==> config.mk <==
export PLATFORM = sky130hd
export DESIGN_NAME = load_store_unit
export DESIGN_NICKNAME = d
export VERILOG_FILES = /design/src/rtl/lsu_pkg.sv /design/src/rtl/lsu_lane_format.sv /design/src/rtl/load_store_unit.sv
export SDC_FILE = /design/constraint.sdc
export NUM_CORES = 1
export LEC_CHECK = 0
export CAP_MARGIN = 20
export CORE_MARGIN = 5
export CORE_UTILIZATION = 42
export DETAILED_ROUTE_END_ITERATION = 16
export PLACE_DENSITY = 0.78
export SYNTH_ARGS = -nofsm -noshare
export SYNTH_HDL_FRONTEND = slang
export SYNTH_SLANG_ARGS = --single-unit
==> constraint.sdc <==
create_clock -name clk -period 2.2 [get_ports clk]
set_input_delay 0.44 -clock clk [delete_from_list [all_inputs] [get_ports clk]]
set_output_delay 0.44 -clock clk [all_outputs]
set_load 0.005 [all_outputs]
==> src/rtl/lsu_pkg.sv <==
// Shared types and constants for the load/store unit.
// Optional build macro: LSU_ALIGN_CHECK_EN (alignment faults, see top header).
package lsu_pkg;

    typedef enum logic [1:0] {
        SZ_BYTE = 2'b00,
        SZ_HALF = 2'b01,
        SZ_WORD = 2'b10,
        SZ_RSVD = 2'b11
    } size_e;

    typedef enum logic [1:0] {
        ST_IDLE = 2'b00,
        ST_REQ  = 2'b01,
        ST_RESP = 2'b10
    } state_e;

    // Width of the bus timeout counter; covers TIMEOUT_CYCLES up to 1023.
    localparam int TO_W = 10;

    // Natural-alignment test: words on 4-byte, halfwords on 2-byte boundaries.
    function automatic logic misaligned(input size_e sz, input logic [1:0] lo);
        return ((sz == SZ_WORD) && (lo != 2'b00)) || ((sz == SZ_HALF) && lo[0]);
    endfunction

endpackage

==> src/rtl/lsu_lane_format.sv <==
// Combinational byte-lane steering for stores and extraction/extension/rotation
// for loads. Purely a function of the access attributes and the two data words.
module lsu_lane_format
    import lsu_pkg::*;
(
    input  size_e       size,
    input  logic [1:0]  addr_lo,
    input  logic        mem_write,
    input  logic        sign_ext,
    input  logic [31:0] write_data,
    input  logic [31:0] rdata,
    output logic [3:0]  be,
    output logic [31:0] wdata,
    output logic [31:0] load_data
);

    logic        [7:0]  byte_lane;
    logic        [15:0] half_lane;
    logic        [31:0] word_rot;

    // Extension helpers: the signed view makes the size cast replicate the MSB.
    function automatic logic [31:0] ext8(input logic [7:0] v, input logic sx);
        logic signed [7:0] v_s;
        v_s = v;
        return sx ? 32'(v_s) : {24'd0, v};
    endfunction

    function automatic logic [31:0] ext16(input logic [15:0] v, input logic sx);
        logic signed [15:0] v_s;
        v_s = v;
        return sx ? 32'(v_s) : {16'd0, v};
    endfunction

    // Store side: replicate the datum onto every lane, enable only the addressed ones.
    always_comb begin
        be    = 4'b1111;
        wdata = write_data;
        if (mem_write) begin
            unique case (size)
                SZ_BYTE: begin
                    be    = 4'b0001 << addr_lo;
                    wdata = {4{write_data[7:0]}};
                end
                SZ_HALF: begin
                    be    = addr_lo[1] ? 4'b1100 : 4'b0011;
                    wdata = {2{write_data[15:0]}};
                end
                default: begin
                    be    = 4'b1111;
                    wdata = write_data;
                end
            endcase
        end
    end

    // Load side: pick the addressed lane(s); word loads rotate so the addressed byte lands in [7:0].
    always_comb begin
        unique case (addr_lo)
            2'd0:    byte_lane = rdata[7:0];
            2'd1:    byte_lane = rdata[15:8];
            2'd2:    byte_lane = rdata[23:16];
            default: byte_lane = rdata[31:24];
        endcase
        half_lane = addr_lo[1] ? rdata[31:16] : rdata[15:0];
        unique case (addr_lo)
            2'd0:    word_rot = rdata;
            2'd1:    word_rot = {rdata[7:0],  rdata[31:8]};
            2'd2:    word_rot = {rdata[15:0], rdata[31:16]};
            default: word_rot = {rdata[23:0], rdata[31:24]};
        endcase
        unique case (size)
            SZ_BYTE: load_data = ext8(byte_lane, sign_ext);
            SZ_HALF: load_data = ext16(half_lane, sign_ext);
            default: load_data = word_rot;
        endcase
    end

endmodule

==> src/rtl/load_store_unit.sv <==
// Multi-cycle load/store stage: IDLE -> REQ -> RESP handshake with a req/ack
// memory bus, timeout abort, and formatted load data return.
// Build macro LSU_ALIGN_CHECK_EN: when defined, misaligned word/halfword
// accesses fault without issuing a bus cycle; when undefined they proceed.
module load_store_unit
    import lsu_pkg::*;
#(
    parameter int TIMEOUT_CYCLES = 64,
    parameter int ADDR_W         = 32
) (
    input  logic              clk,
    input  logic              reset,
    input  logic              start,
    input  logic              mem_write,
    input  logic [1:0]        size,
    input  logic              sign_ext,
    input  logic [ADDR_W-1:0] addr,
    input  logic [31:0]       write_data,
    output logic              busy,
    output logic              done,
    output logic              fault,
    output logic [31:0]       read_data,
    output logic              bus_req,
    output logic              bus_we,
    output logic [ADDR_W-1:0] bus_addr,
    output logic [3:0]        bus_be,
    output logic [31:0]       bus_wdata,
    input  logic              bus_ack,
    input  logic [31:0]       bus_rdata
);

    localparam logic [TO_W-1:0] TO_LAST = TO_W'(TIMEOUT_CYCLES - 1);

    state_e          state_q;
    logic [TO_W-1:0] cnt_q;
    logic            hold_q;

    size_e           size_q;
    logic [1:0]      addr_lo_q;
    logic            we_q;
    logic            sx_q;

    size_e           fmt_size;
    logic [1:0]      fmt_lo;
    logic            fmt_we;
    logic            fmt_sx;
    logic [3:0]      fmt_be;
    logic [31:0]     fmt_wdata;
    logic [31:0]     fmt_load;
    logic            bad_access;

    // Formatter sees the live request in IDLE and the latched request afterwards.
    always_comb begin
        if (state_q == ST_IDLE) begin
            fmt_size = size_e'(size);
            fmt_lo   = addr[1:0];
            fmt_we   = mem_write;
            fmt_sx   = sign_ext;
        end else begin
            fmt_size = size_q;
            fmt_lo   = addr_lo_q;
            fmt_we   = we_q;
            fmt_sx   = sx_q;
        end
    end

    // Accesses that must fault before any bus cycle is issued.
    always_comb begin
`ifdef LSU_ALIGN_CHECK_EN
        bad_access = (size_e'(size) == SZ_RSVD) || misaligned(size_e'(size), addr[1:0]);
`else
        bad_access = (size_e'(size) == SZ_RSVD);
`endif
    end

    lsu_lane_format u_fmt (
        .size       (fmt_size),
        .addr_lo    (fmt_lo),
        .mem_write  (fmt_we),
        .sign_ext   (fmt_sx),
        .write_data (write_data),
        .rdata      (bus_rdata),
        .be         (fmt_be),
        .wdata      (fmt_wdata),
        .load_data  (fmt_load)
    );

    // Request attributes captured at acceptance; only meaningful while busy.
    always_ff @(posedge clk) begin
        if (state_q == ST_IDLE && start) begin
            size_q    <= size_e'(size);
            addr_lo_q <= addr[1:0];
            we_q      <= mem_write;
            sx_q      <= sign_ext;
        end
    end

    // Access sequencer with registered bus and completion outputs.
    always_ff @(posedge clk) begin
        if (reset) begin
            state_q   <= ST_IDLE;
            cnt_q     <= '0;
            hold_q    <= 1'b0;
            busy      <= 1'b0;
            done      <= 1'b0;
            fault     <= 1'b0;
            read_data <= '0;
            bus_req   <= 1'b0;
            bus_we    <= 1'b0;
            bus_addr  <= '0;
            bus_be    <= '0;
            bus_wdata <= '0;
        end else begin
            unique case (state_q)
                ST_IDLE: begin
                    done  <= 1'b0;
                    fault <= 1'b0;
                    if (start) begin
                        busy  <= 1'b1;
                        cnt_q <= '0;
                        if (bad_access) begin
                            // Spend one extra cycle in RESP so the fault completes at the
                            // same offset from start as a zero-wait bus access.
                            state_q <= ST_RESP;
                            hold_q  <= 1'b1;
                        end else begin
                            state_q   <= ST_REQ;
                            bus_req   <= 1'b1;
                            bus_we    <= mem_write;
                            bus_addr  <= {addr[ADDR_W-1:2], 2'b00};
                            bus_be    <= fmt_be;
                            bus_wdata <= fmt_wdata;
                        end
                    end
                end
                ST_REQ: begin
                    if (bus_ack) begin
                        // Ack wins even in the final allowed cycle.
                        state_q <= ST_RESP;
                        bus_req <= 1'b0;
                        done    <= 1'b1;
                        fault   <= 1'b0;
                        if (!we_q) begin
                            read_data <= fmt_load;
                        end
                    end else if (cnt_q == TO_LAST) begin
                        state_q <= ST_RESP;
                        bus_req <= 1'b0;
                        done    <= 1'b1;
                        fault   <= 1'b1;
                    end else begin
                        cnt_q <= cnt_q + TO_W'(1);
                    end
                end
                ST_RESP: begin
                    if (hold_q) begin
                        hold_q <= 1'b0;
                        done   <= 1'b1;
                        fault  <= 1'b1;
                    end else begin
                        state_q <= ST_IDLE;
                        done    <= 1'b0;
                        fault   <= 1'b0;
                        busy    <= 1'b0;
                    end
                end
                default: begin
                    state_q <= ST_IDLE;
                end
            endcase
        end
    end

endmodule

# Yosys cells after proc, flatten, opt, wreduce, memory -nomap -nowiden
# Index checks and enable logic that the tools add are counted.
[word_totals]
regBits = 122
inputBits = 104
wordCells = 91
[op_classes]
addsub = 1
n_eq_ne = 14
shift = 1
muxes = 42
n_bitwise = 2
reduce_logical = 15
[op_table]
columns = ["op", "count"]
rows = [
  ["case mux 32 bit (2 select lines)", 2],
  ["2-to-1 mux 32 bit", 3],
  ["case mux 32 bit (3 select lines)", 1],
  ["2-to-1 mux 10 bit", 3],
  ["case mux 8 bit (3 select lines)", 1],
  ["case mux 10 bit (2 select lines)", 1],
  ["2-to-1 mux 16 bit", 1],
  ["AND reduction 3 bit", 5],
  ["2-to-1 mux 1 bit", 14],
  ["2-to-1 mux 2 bit", 7],
  ["!= test 2 bit, second input constant", 6],
  ["adder 10 x 1 -> 10 bit, second input constant", 1],
  ["equality test 10 x 6 -> 1 bit, second input constant", 1],
  ["2-to-1 mux 4 bit", 2],
  ["case mux 4 bit (2 select lines)", 1],
  ["AND reduction 4 bit", 2],
  ["equality test 2 x 1 -> 1 bit, second input constant", 3],
  ["equality test 2 bit, second input constant", 3],
  ["logical NOT 2 bit", 3],
  ["case mux 1 bit (2 select lines)", 3],
  ["case mux 1 bit (3 select lines)", 2],
  ["case mux 2 bit (3 select lines)", 1],
  ["nonzero test 2 bit", 2],
  ["left shift 1 x 2 -> 4 bit, first input constant", 1],
  ["5 further kinds", 6],
]

# Logic depth before layout (Yosys ltp)
# Gate-level depths: netlist of the first run.
[depth]
word_depth = 6
ltp_mapped = 10
mapped_depth_nobuf = 7

# Modules after synthesis
# From an unflattened synthesis of the first run, not the netlist that was laid out.
[hier_totals]
cells_unflattened = 759
area_unflattened_um2 = 6108.4
[modules_own_cells]
columns = ["mod", "instances", "cells_per_inst", "area_per_inst_um2"]
rows = [
  ["load_store_unit", 1, 573, 4658.2],
  ["lsu_lane_format", 1, 186, 1450.1],
]

# Worst setup path before layout of the first run
# No wires, ideal clock.
[synth_timing]
path_kind = "register to register"
start = "register state_q[0]"
end = "register cnt_q[9]"
arrival_ps = 2157
slack_ps = -29
path_stages_with_launch = 10
path_buffers = 2
period_less_slack_ps = 2229
path_cell_list = "dfxtp_1 > inv_1 > ha_1 > buf_2 > buf_2 > nor2b_1 > nor3b_2 > nand4_1 > or3_1 > a21oi_1"
[synth_via]
elab_chain_len = 3
[synth_lines]
columns = ["item", "line", "text"]
rows = [
  ["start: declaration", "load_store_unit.sv:34", "state_e state_q;"],
  ["start signal: assignment", "load_store_unit.sv:101", "state_q <= ST_IDLE;"],
  ["start signal: assignment", "load_store_unit.sv:124", "state_q <= ST_RESP;"],
  ["start signal: assignment", "load_store_unit.sv:127", "state_q <= ST_REQ;"],
  ["equality test 2 x 1 -> 1 bit / logical NOT 2 bit (equally long branches)", "load_store_unit.sv:114", "unique case (state_q)"],
  ["!= test 2 bit (no source line) / nonzero test 2 bit (equally long branches)", "--", ""],
  ["AND reduction 4 bit (no source line)", "--", ""],
  ["end signal: assignment", "load_store_unit.sv:152", "cnt_q <= cnt_q + TO_W'(1);"],
  ["end: declaration", "load_store_unit.sv:35", "logic [TO_W-1:0] cnt_q;"],
]
# Several ways; a longest one is shown, not always the timed one.
# A chain may end at the register's enable or synchronous reset.

# Worst setup path after layout of the first run
[layout_timing]
start = "input port addr[1]"
end = "register read_data[16]"
[layout_via]
elab_chain_len = 5
[layout_lines]
columns = ["item", "line", "text"]
rows = [
  ["start: declaration", "load_store_unit.sv:17", "input logic [ADDR_W-1:0] addr,"],
  ["2-to-1 mux 2 bit (*)", "load_store_unit.sv:54", "if (state_q == ST_IDLE) begin"],
  ["equality test 2 bit (tied with other cells)", "lsu_lane_format.sv:58, lsu_lane_format.sv:65", ""],
  ["case mux 8 bit (3 select lines)", "lsu_lane_format.sv:58", "unique case (addr_lo)"],
  ["2-to-1 mux 32 bit", "lsu_lane_format.sv:25", "return sx ? 32'(v_s) : {24'd0, v};"],
  ["case mux 32 bit (2 select lines) (*)", "lsu_lane_format.sv:71", "unique case (size)"],
  ["end signal: assignment", "load_store_unit.sv:144", "read_data <= fmt_load;"],
  ["end: declaration", "load_store_unit.sv:22", "output logic [31:0] read_data,"],
]
# Mark *: on every way between the ends. The rest lies on a longest branch, timed or not.

==> metrics.md, run 1 <==
| Metric | Value |
|---|---|
| Top Layer Used | met4 |
| Vias in the first global route | 6329 |
| Largest net degree at the start of global routing | 68 |
| Die Footprint | 17250 sq um |
| Gpl congestion | 0.9438 |
| Detailed-route wire length | 21.73 mm |
| Mean Syn Cell Area | 7.980 sq um |
| Critical Path Start | addr[1] |
| Total core area | 14480 sq um |
| Worst Path Required | 2.54 ns |
| Grt total ovfl | 0 |
| Metal2 WL | 10.51 mm |
| Area share of fa/ha/maj cells after synthesis | 0.008092 |
| Crit path max-delay family | buffers and inverters |
| Yosys top cell by area | dfxtp_1 |
| Crit path buf inv count | 3 |
| Outcome | finished clean |
| Commonest non-fill, non-tap cell in the layout | clkdlybuf4s50_1 |
| Share of the synthesized area in the top cell type | 0.3755 |
| Port Buf Inserts | 206 |
| Skew final | 0.01500 ns |
| Layout cells sized above 1 | 0.1531 |
| Final hold vios | 0 |
| Yosys reg bits | 122 |
| First-pass GRT wire length | 34.33 mm |
| CP max stage delay | 0.59 ns |
| Dpl hpwl | 15.95 mm |
| Final Util | 0.6745 |
| Metal-1 WL | 9.160 mm |
| Post-Synthesis Cells | 775 |
| Synth top area cells | dfxtp_1, nand2_1, a211oi_1 |
| Hold path cells | 2 |
| Leakage power total | 3.643 nW |
| Area after DPL | 8964 sq um |
| Synth Area in Simple Gates | 0.2047 |
| Share of flip-flops with an asynchronous set or reset | 0 |
| Cell depth of the worst flop-to-flop path | 9 |
| Slowest CP cell | clkdlybuf4s50_1 |
| Post-route insts no fill | 1229 |
| Synth Area in Compound Gates | 0.2721 |
| Wire length per cell | 17.68 um |
| N_diodes | 0 |
| Tcrit/Tclk final | 0.9601 |
| Storage cell area | 2504 sq um |
| Post-synth design cell area | 6185 sq um |
| Unique masters post-synth | 52 |
| Chip height | 131.4 um |
| H-tree depth | 4 |
| Sequential fraction of the synthesis area | 0.4046 |
| Fin nets | 1140 |
| Post-CTS Hold Fix Bufs | 0 |
| Cell count after placement | 1191 |
| Worst vdd ir | 0.9108 mV |
| Most frequent cells in the layout | clkdlybuf4s50_1, nand2_1, dfxtp_1 |
| Starting density of the core | 0.4272 |
| CTS tree | built |
| # DRC | 0 |
| Worst hold start | reset |
| Die Wd | 131.4 um |
| Place WS | -0.5543 ns |
| Root Driver | clkbuf_16 |
| Clock slew at reported path FFs | 0.06 ns |
| Number of synthesized flops with an enable pin | 6 |
| Initial antenna violation count | 0 |
| CP arrival | 2.45 ns |
| Iter 0 DRT Violations | 514 |
| Critical Path Fanout Max | 6 |
| Count of final setup violators | 0 |
| Via density | 5.540 |
| CP endpoint kind | flip-flop |
| Setup CP Type | primary input to flip-flop |
| Min-delay worst type | primary input to flip-flop |
| Largest family of logic cells by synthesized area | compound AO/OA/AOI/OAI gates |
| Crit path time final | 2.112 ns |
| RR Startpoint | state_q[0] |
| Final worst setup slack | 0.08776 ns |
| TritonCTS Buffers | 17 |
| WP depth | 8 |
| Post-route cell area | 9766 sq um |
| Multi-input gate area | 3502 sq um |
| Crit path launch type | primary input |
| GRT Overall Usage | 0.2420 |
| Clock latency at the later pin of the worst-skew pair | 0.42 ns |
| PD cells | 1109 nW/um^2 |
| Most common cell on crit path | buf_4 |
| Ports | 209 |
| Num Clock Sinks | 122 |
| Top FF cell, synth | dfxtp_1 |
| Synth Area in XOR/XNOR | 0.008497 |
| Cell row count | 44 |
| DR WL met3 | 1.517 mm |
| Fillers | 1136 |
| Via count | 6809 |
| Area Growth Syn to Fin | 57.90% |
| Critical-path cell list | clkdlybuf4s50_1, mux2i_2, a221o_1, a2111oi_4, buf_4, o21ai_0, buf_4, o211ai_1 |
| Drt first pass iters | 5 |
| Max Clk Rate | 473.4 MHz |
| Proportion of synthesized area in mux cells | 0.05847 |
| Final ANT Viol Nets | 0 |
| CTS Buffer Depth | 2 |
| Final Max Tran Viols | 0 |
| YS warnings | 0 |
| Max Cap Violations | 0 |
-- synthesized netlist by cell type, types with 7 or more instances --
cell	n
mux2_2	14
a211oi_1	51
a22oi_1	8
clkbuf_1	39
inv_1	9
nor2_1	88
nand4_1	7
o22ai_1	14
o211ai_1	17
nor3_1	9
buf_2	8
nand2_1	140
a31oi_1	8
nand2b_1	11
buf_1	8
o21a_1	13
o21ai_0	38
a21oi_1	63
mux2i_1	19
dfxtp_1	116
a221oi_1	10
-- layout make-up --
type / instances / share of cell area
clock buffers: 20 / 0.04471
multi-input cells: 588 / 0.3586
clock inverters: 12 / 0.02498
repair buffers: 294 / 0.2883
inverters: 9 / 0.003459
flip-flops and latches: 122 / 0.2564
well taps: 184 / 0.02357
-- metrics by stage --
step,total power (W),setup TNS (ns),hold slack (ns)
2_1_floorplan,0.005241,-0.1579,0.4527
3_3_place_gp,0.007290,-9.847,0.4409
3_5_place_dp,0.007356,-12.30,0.4455
4_1_cts,0.01068,0,0.3845
5_1_grt,0.01141,-0.2581,0.4151
6_report,0.01083,0,0.4033
-- path summary, 6_finish.rpt --
check,to,slack (ns)
hold / removal,bus_addr[30],0.40
setup / recovery,read_data[16],0.09
setup reg to reg,read_data[16],0.09
hold reg to reg,bus_addr[30],0.45
-- where the power goes --
| group | switching, W | total (W) | internal (W) |
|---|---|---|---|
| Clock | 0.00102 | 0.00326 | 0.00224 |
| Combinational | 0.00241 | 0.00479 | 0.00238 |
| Sequential | 0.000190 | 0.00278 | 0.00259 |
| Total | 0.00362 | 0.0108 | 0.00720 |
-- flip-flops by register name (all words and copies together), names as in the netlist, 2 cells and up --
| name | cells |
|---|---|
| state_q | 2 |
| bus_addr | 30 |
| read_data | 32 |
| addr_lo_q | 2 |
| size_q | 2 |
| bus_wdata | 32 |
| cnt_q | 10 |
| bus_be | 4 |
-- cells by family (layout without fill, tap and decap cells) --
logic type	after synthesis	count (layout)
flops	122	122
xor+xnor	6	6
mux	34	34
compound gates	250	250
simple gates	292	292
fa+ha+maj	4	4
buf+inv	66	335
other cells	1	2
-- repair_timing --
item                                    4_1_cts  5_1_grt
gates resized for setup                       6       15
buffers inserted                              1        5
pin swaps                                     0        2
endpoints found under the setup margin       27       44
-- layer usage --
metal	vias to the layer above	global-route usage
met5	-	0
met4	0	0.08457
met3	42	0.05237
met2	308	0.3967
met1	3132	0.3159
li1	3327	-
Power figures use the tool's default switching activity.
==> run 2, diff against run 1 <==
==> constraint.sdc (replaced) <==
create_clock -name clk -period 2.2 [get_ports clk]
set_input_delay 0.33 -clock clk [delete_from_list [all_inputs] [get_ports clk]]
set_output_delay 0.33 -clock clk [all_outputs]
set_load 0.005 [all_outputs]
==> run 2 against run 1 <==
Sequential share of layout area about the same. Wire length increased by 1.9%. Cell area about the same. Register-to-register slack got worse by 0.05 ns. First-iteration DRC count increased by 12%. Setup slack got worse by 0.054 ns. Non-clock buffer count decreased by 4. Maximum frequency decreased by 2.5%. Sequential cell count unchanged. Largest power group unchanged. Highest routed layer unchanged.
==> metrics.md, run 2 (synthesis gave the netlist of run 1 again) <==
| Metric | Value |
|---|---|
| Outcome | finished clean (unchanged) |
| CP endpoint kind | flip-flop (unchanged) |
| # DRC | 0 (unchanged) |
| Total core area | 14480 sq um (unchanged) |
| Worst vdd ir | 0.6788 mV (was 0.9108 mV) |
| Clock latency at the later pin of the worst-skew pair | 0.42 ns (about the same) |
| Gpl congestion | 0.9549 (was 0.9438) |
| Dpl hpwl | 15.89 mm (was 15.95 mm) |
| Port Buf Inserts | 206 (unchanged) |
| Ports | 209 (unchanged) |
| Crit path launch type | flip-flop (was primary input) |
| Max Cap Violations | 0 (unchanged) |
| Final hold vios | 0 (unchanged) |
| Via count | 6858 (was 6809) |
| Slack of the worst reg-to-reg path | 0.03 ns (was 0.09 ns) |
| Tcrit/Tclk final | 0.9845 (was 0.9601) |
| Final Max Tran Viols | 0 (unchanged) |
| Root Driver | clkbuf_16 (unchanged) |
| Starting density of the core | 0.4272 (unchanged) |
| Wire length per cell | 18.07 um (was 17.68 um) |
| Die Wd | 131.4 um (unchanged) |
| Crit path time final | 2.166 ns (was 2.112 ns) |
| Tot Pwr | 0.01057 W (was 0.01083 W) |
| Grt total ovfl | 0 (unchanged) |
| Detailed-route wire length | 22.14 mm (was 21.73 mm) |
| Setup CP Type | flip-flop to flip-flop (was primary input to flip-flop) |
| Post-CTS Hold Fix Bufs | 0 (unchanged) |
| Final worst setup slack | 0.03402 ns (was 0.08776 ns) |
| CP arrival | 2.48 ns (was 2.45 ns) |
| Cell depth of the worst flop-to-flop path | 10 (was 9) |
| Initial antenna violation count | 0 (unchanged) |
| Largest net degree at the start of global routing | 55 (was 68) |
| Cell row count | 44 (unchanged) |
| CTS Buffer Depth | 2 (unchanged) |
| GRT Overall Usage | 0.2403 (was 0.2420) |
| Unrepaired setup endpoints after global routing | true |
| Hold path cells | 2 (unchanged) |
| PD cells | 1083 nW/um^2 (was 1109 nW/um^2) |
| Worst Path Required | 2.52 ns (was 2.54 ns) |
| Area Growth Syn to Fin | 57.86% (was 57.90%) |
| Min-delay worst type | primary input to flip-flop (unchanged) |
| Grt peak-use layer | met2 (unchanged) |
| Leakage power total | 3.615 nW (was 3.643 nW) |
| CTS tree | built (unchanged) |
| First-pass GRT wire length | 34.11 mm (was 34.33 mm) |
| Largest regs | bus_wdata: 32 flops, read_data: 32 flops, bus_addr: 30 flops (unchanged) |
| Drt first pass iters | 6 (was 5) |
| Met2 usage | 0.3939 (was 0.3967) |
| Place WS | -0.4372 ns (was -0.5543 ns) |
| Die Footprint | 17250 sq um (unchanged) |
| H-tree depth | 4 (unchanged) |
| Max Clk Rate | 461.7 MHz (was 473.4 MHz) |
| Final ANT Viol Nets | 0 (unchanged) |
| Chip height | 131.4 um (unchanged) |
| M1 GR Usage | 0.3109 (was 0.3159) |
| TritonCTS Buffers | 17 (unchanged) |
| Via density | 5.598 (was 5.540) |
| Most frequent cells in the layout | clkdlybuf4s50_1, nand2_1, dfxtp_1 (unchanged) |
| N_diodes | 0 (unchanged) |
| Iter 0 DRT Violations | 576 (was 514) |
| Layout cells sized above 1 | 0.1643 (was 0.1531) |
| Clock slew at reported path FFs | 0.06 ns (about the same) |
| Commonest non-fill, non-tap cell in the layout | clkdlybuf4s50_1 (unchanged) |
| Fin nets | 1136 (was 1140) |
| GR met3 Demand/Resource | 0.05734 (was 0.05237) |
| Count of final setup violators | 0 (unchanged) |
| Critical Path Fanout Max | 18 (was 6) |
| Num Clock Sinks | 122 (unchanged) |
| Skew final | 0.007616 ns (was 0.01500 ns) |
| Vias in the first global route | 6436 (was 6329) |
-- run 2: changes by cell type in the layout (fill, tap and decap cells not counted), sizes merged --
| cell | delta |
|---|---|
| buf | -5 |
| bufinv | -4 |
| clkbuf | +3 |
| clkinv | -1 |
| clkinvlp | +2 |
| inv | +1 |
-- run 2: final timing paths --
check             endpoint  startpoint
max          read_data[17]  state_q[0]
min           read_data[5]       reset
max reg2reg  read_data[17]  state_q[0]
min reg2reg         bus_we      bus_we
-- run 2: repair_timing --
action / in CTS / in global routing
pin swaps: 2 / 2
buffers inserted: 1 / 8
gates resized for setup: 5 / 38
cloned: 0 / 1
endpoints found under the setup margin: 42 / 44
endpoints found under the hold margin: 0 / 0
-- run 2: power by group --
| group | internal [W] | leakage, nW | switching, W |
|---|---|---|---|
| Combinational | 0.00241 | 2.31 | 0.00248 |
| Clock | 0.00187 | 0.297 | 0.00102 |
| Sequential | 0.00259 | 1.00 | 0.000195 |
| Total | 0.00688 | 3.62 | 0.00369 |
-- run 2: layer usage --
| layer | vias up | routed length, um |
|---|---|---|
| li1 | 3329 | - |
| met1 | 3192 | 9311 |
| met2 | 287 | 10710 |
| met3 | 50 | 1570 |
| met4 | 0 | 545 |
| met5 | - | 0 |
-- run 2: final cells by class --
type                            count  area, sq um
Fill cell                        1178         4716
Multi-Input combinational cell    588         3571
Timing Repair Buffer              290         2810
Sequential cell                   122         2505
Clock buffer                       22        474.2
Tap cell                          184        230.2
Clock inverter                     10        138.9
Inverter                            9        33.78
-- run 2: metrics by stage --
stage / utilization / instance area (sq um) / TNS [ns] / instances / hold WS [ns]
floorplan: - / 6188 / -0.1579 / 776 / 0.4289
global placement: 0.6146 / 8899 / -6.180 / 1184 / 0.4409
detailed placement: 0.6146 / 8899 / -9.070 / 1184 / 0.4457
CTS: 0.6599 / 9554 / 0 / 1217 / 0.3327
global route: 0.6743 / 9763 / -1.020 / 1225 / 0.3573
finish: 0.6743 / 9763 / 0 / 1225 / 0.3452
-- run 2: critical path: stages (launching register included) --
cell and delay [ns]:
dfxtp_2 0.33, inv_2 0.05, ha_4 0.17, buf_4 0.13, buf_4 0.19, nand2b_1 0.17, o22ai_1 0.16, buf_4 0.22
a221oi_1 0.11, o21a_1 0.25, a211oi_2 0.27
==> run 3, diff against run 2 <==
--- a/config.mk
+++ b/config.mk
@@ -10,6 +10,7 @@
 export CORE_UTILIZATION = 42
 export DETAILED_ROUTE_END_ITERATION = 16
 export PLACE_DENSITY = 0.78
+export SKIP_LAST_GASP = 1
 export SYNTH_ARGS = -nofsm -noshare
 export SYNTH_HDL_FRONTEND = slang
 export SYNTH_SLANG_ARGS = --single-unit
==> run 3 against run 2 <==
Sequential power is essentially flat. Wire length about the same. Combinational power about the same. Critical path depth decreased by 2. Clock power about the same. Global-route usage is the same. Sequential share of layout area is essentially flat. Clock skew is 0.00052 ns higher. Die area unchanged. First-iteration DRC count up 5.4%.
==> metrics.md, run 3 (synthesis gave the netlist of run 1 again) <==
| Metric | Value |
|---|---|
| Total core area | 14480 sq um (unchanged) |
| Iter 0 DRT Violations | 607 (was 576) |
| Dpl hpwl | 15.89 mm (unchanged) |
| Post-CTS Hold Fix Bufs | 0 (unchanged) |
| Outcome | finished clean (unchanged) |
| # DRC | 0 (unchanged) |
| GRT Overall Usage | 0.2403 (unchanged) |
| Worst hold slack | 0.3474 ns (was 0.3452 ns) |
| PD cells | 1082 nW/um^2 (was 1083 nW/um^2) |
| Final hold vios | 0 (unchanged) |
| Fillers | 1178 (unchanged) |
| Crit path buf inv count | 3 (was 4) |
| Starting density of the core | 0.4272 (unchanged) |
| CP max stage delay | 0.66 ns (was 0.33 ns) |
| Detailed-route wire length | 22.14 mm (about the same) |
| Ports | 209 (unchanged) |
| WP depth | 8 (was 10) |
| CTS Buffer Depth | 2 (unchanged) |
| CP endpoint kind | flip-flop (unchanged) |
| Min-delay worst type | primary input to flip-flop (unchanged) |
| Most frequent cells in the layout | clkdlybuf4s50_1, nand2_1, dfxtp_1 (unchanged) |
| Area after DPL | 8899 sq um (unchanged) |
| CTS tree | built (unchanged) |
| Via count | 6838 (was 6858) |
| Max Cap Violations | 0 (unchanged) |
| Crit path launch type | primary input (was flip-flop) |
| Max Clk Rate | 460.8 MHz (was 461.7 MHz) |
| Wire length per cell | 18.07 um (about the same) |
| Die Wd | 131.4 um (unchanged) |
| Area Growth Syn to Fin | 57.78% (was 57.86%) |
| Port Buf Inserts | 206 (unchanged) |
| Unrepaired setup endpoints after global routing | true (unchanged) |
| Chip height | 131.4 um (unchanged) |
| Slack of the worst reg-to-reg path | 0.03 ns (about the same) |
| Critical-path cell list | clkdlybuf4s50_1, mux2i_2, a221o_1, a2111oi_4, buf_4, nor2_4, buf_12, a211oi_2 (was inv_2, ha_4, buf_4, buf_4, nand2b_1, o22ai_1, buf_4, a221oi_1, o21a_1, a211oi_2) |
| First-pass GRT wire length | 34.11 mm (unchanged) |
| Layout cells sized above 1 | 0.1623 (was 0.1643) |
| Final ANT Viol Nets | 0 (unchanged) |
| Die Footprint | 17250 sq um (unchanged) |
| Root Driver | clkbuf_16 (unchanged) |
| Fin nets | 1136 (unchanged) |
| H-tree depth | 4 (unchanged) |
| N_diodes | 0 (unchanged) |
| Hold path cells | 2 (unchanged) |
| Final Max Tran Viols | 0 (unchanged) |
| TritonCTS Buffers | 17 (unchanged) |
| Final Util | 0.6740 (was 0.6743) |
| Tcrit/Tclk final | 0.9864 (was 0.9845) |
| Crit path max-delay family | buffers and inverters (was compound AO/OA/AOI/OAI gates) |
| Skew final | 0.008135 ns (was 0.007616 ns) |
| Largest regs | bus_wdata: 32 flops, read_data: 32 flops, bus_addr: 30 flops (unchanged) |
| Setup CP Type | primary input to flip-flop (was flip-flop to flip-flop) |
| Count of final setup violators | 0 (unchanged) |
| Commonest non-fill, non-tap cell in the layout | clkdlybuf4s50_1 (unchanged) |
| Largest net degree at the start of global routing | 55 (unchanged) |
| Via density | 5.582 (was 5.598) |
| Vias in the first global route | 6436 (unchanged) |
| Cell depth of the worst flop-to-flop path | 10 (unchanged) |
| Slowest CP cell | clkdlybuf4s50_1 (was dfxtp_2) |
| Cell row count | 44 (unchanged) |
| Gpl congestion | 0.9549 (unchanged) |
| Critical Path Fanout Max | 6 (was 18) |
| Setup TNS | 0 ns (unchanged) |
| Drt first pass iters | 6 (unchanged) |
| Leakage power total | 3.615 nW (about the same) |
| Clock slew at reported path FFs | 0.06 ns (about the same) |
| Post-route cell area | 9758 sq um (was 9763 sq um) |
| Num Clock Sinks | 122 (unchanged) |
| Final worst setup slack | 0.03000 ns (was 0.03402 ns) |
| CP arrival | 2.49 ns (was 2.48 ns) |
| Grt total ovfl | 0 (unchanged) |
| Clock latency at the later pin of the worst-skew pair | 0.42 ns (about the same) |
| Worst Path Required | 2.52 ns (about the same) |
| Crit path time final | 2.170 ns (was 2.166 ns) |
| Initial antenna violation count | 0 (unchanged) |
| Place WS | -0.4372 ns (unchanged) |
| Worst vdd ir | 0.6781 mV (was 0.6788 mV) |
-- run 3: cell count changes in the layout (fill, tap and decap cells not counted) --
cell,previous run,this run
o21a_2,1,0
a21oi_1,61,62
o21a_1,12,13
a21oi_2,1,0
-- run 3: routing by layer --
| metal | routed length (um) | global-route usage | part of all wire |
|---|---|---|---|
| met5 | 0 | 0 | 0 |
| met4 | 510 | 0.08286 | 0.023 |
| met3 | 1529 | 0.05734 | 0.069 |
| met2 | 10750 | 0.3939 | 0.49 |
| met1 | 9352 | 0.3109 | 0.42 |
-- run 3: final timing paths --
kind | from | end
max | addr[1] | read_data[17]
min | reset | read_data[5]
max reg2reg | state_q[0] | read_data[17]
min reg2reg | bus_we | bus_we
-- run 3: final cells by class --
cell class                 instances  area [sq um]  share of cell area
inverter                           9         33.78            0.003462
clock inverter                    10         138.9             0.01423
multi-input combinational        588          3566              0.3654
clock buffer                      22         474.2             0.04860
sequential                       122          2505              0.2567
timing repair buffer             290          2810              0.2880
tap                              184         230.2             0.02359
-- run 3: through the flow --
stage | power (W) | cells
global route | 0.01112 | 1225
CTS | 0.01027 | 1217
detailed placement | 0.007300 | 1184
finish | 0.01056 | 1225
global placement | 0.007225 | 1184
floorplan | 0.005241 | 776
-- run 3: what timing repair did --
item                       4_1_cts  5_1_grt
setup endpoints to repair       42       44
setup buffers                    1        8
gates resized for setup          5       36
gates cloned                     0        1
pin swaps                        2        2
-- run 3: power breakdown --
| part | internal, W | switching [W] | total [W] |
|---|---|---|---|
| registers | 0.00259 | 0.000195 | 0.00279 |
| logic | 0.00241 | 0.00247 | 0.00488 |
| clock network | 0.00187 | 0.00102 | 0.00289 |
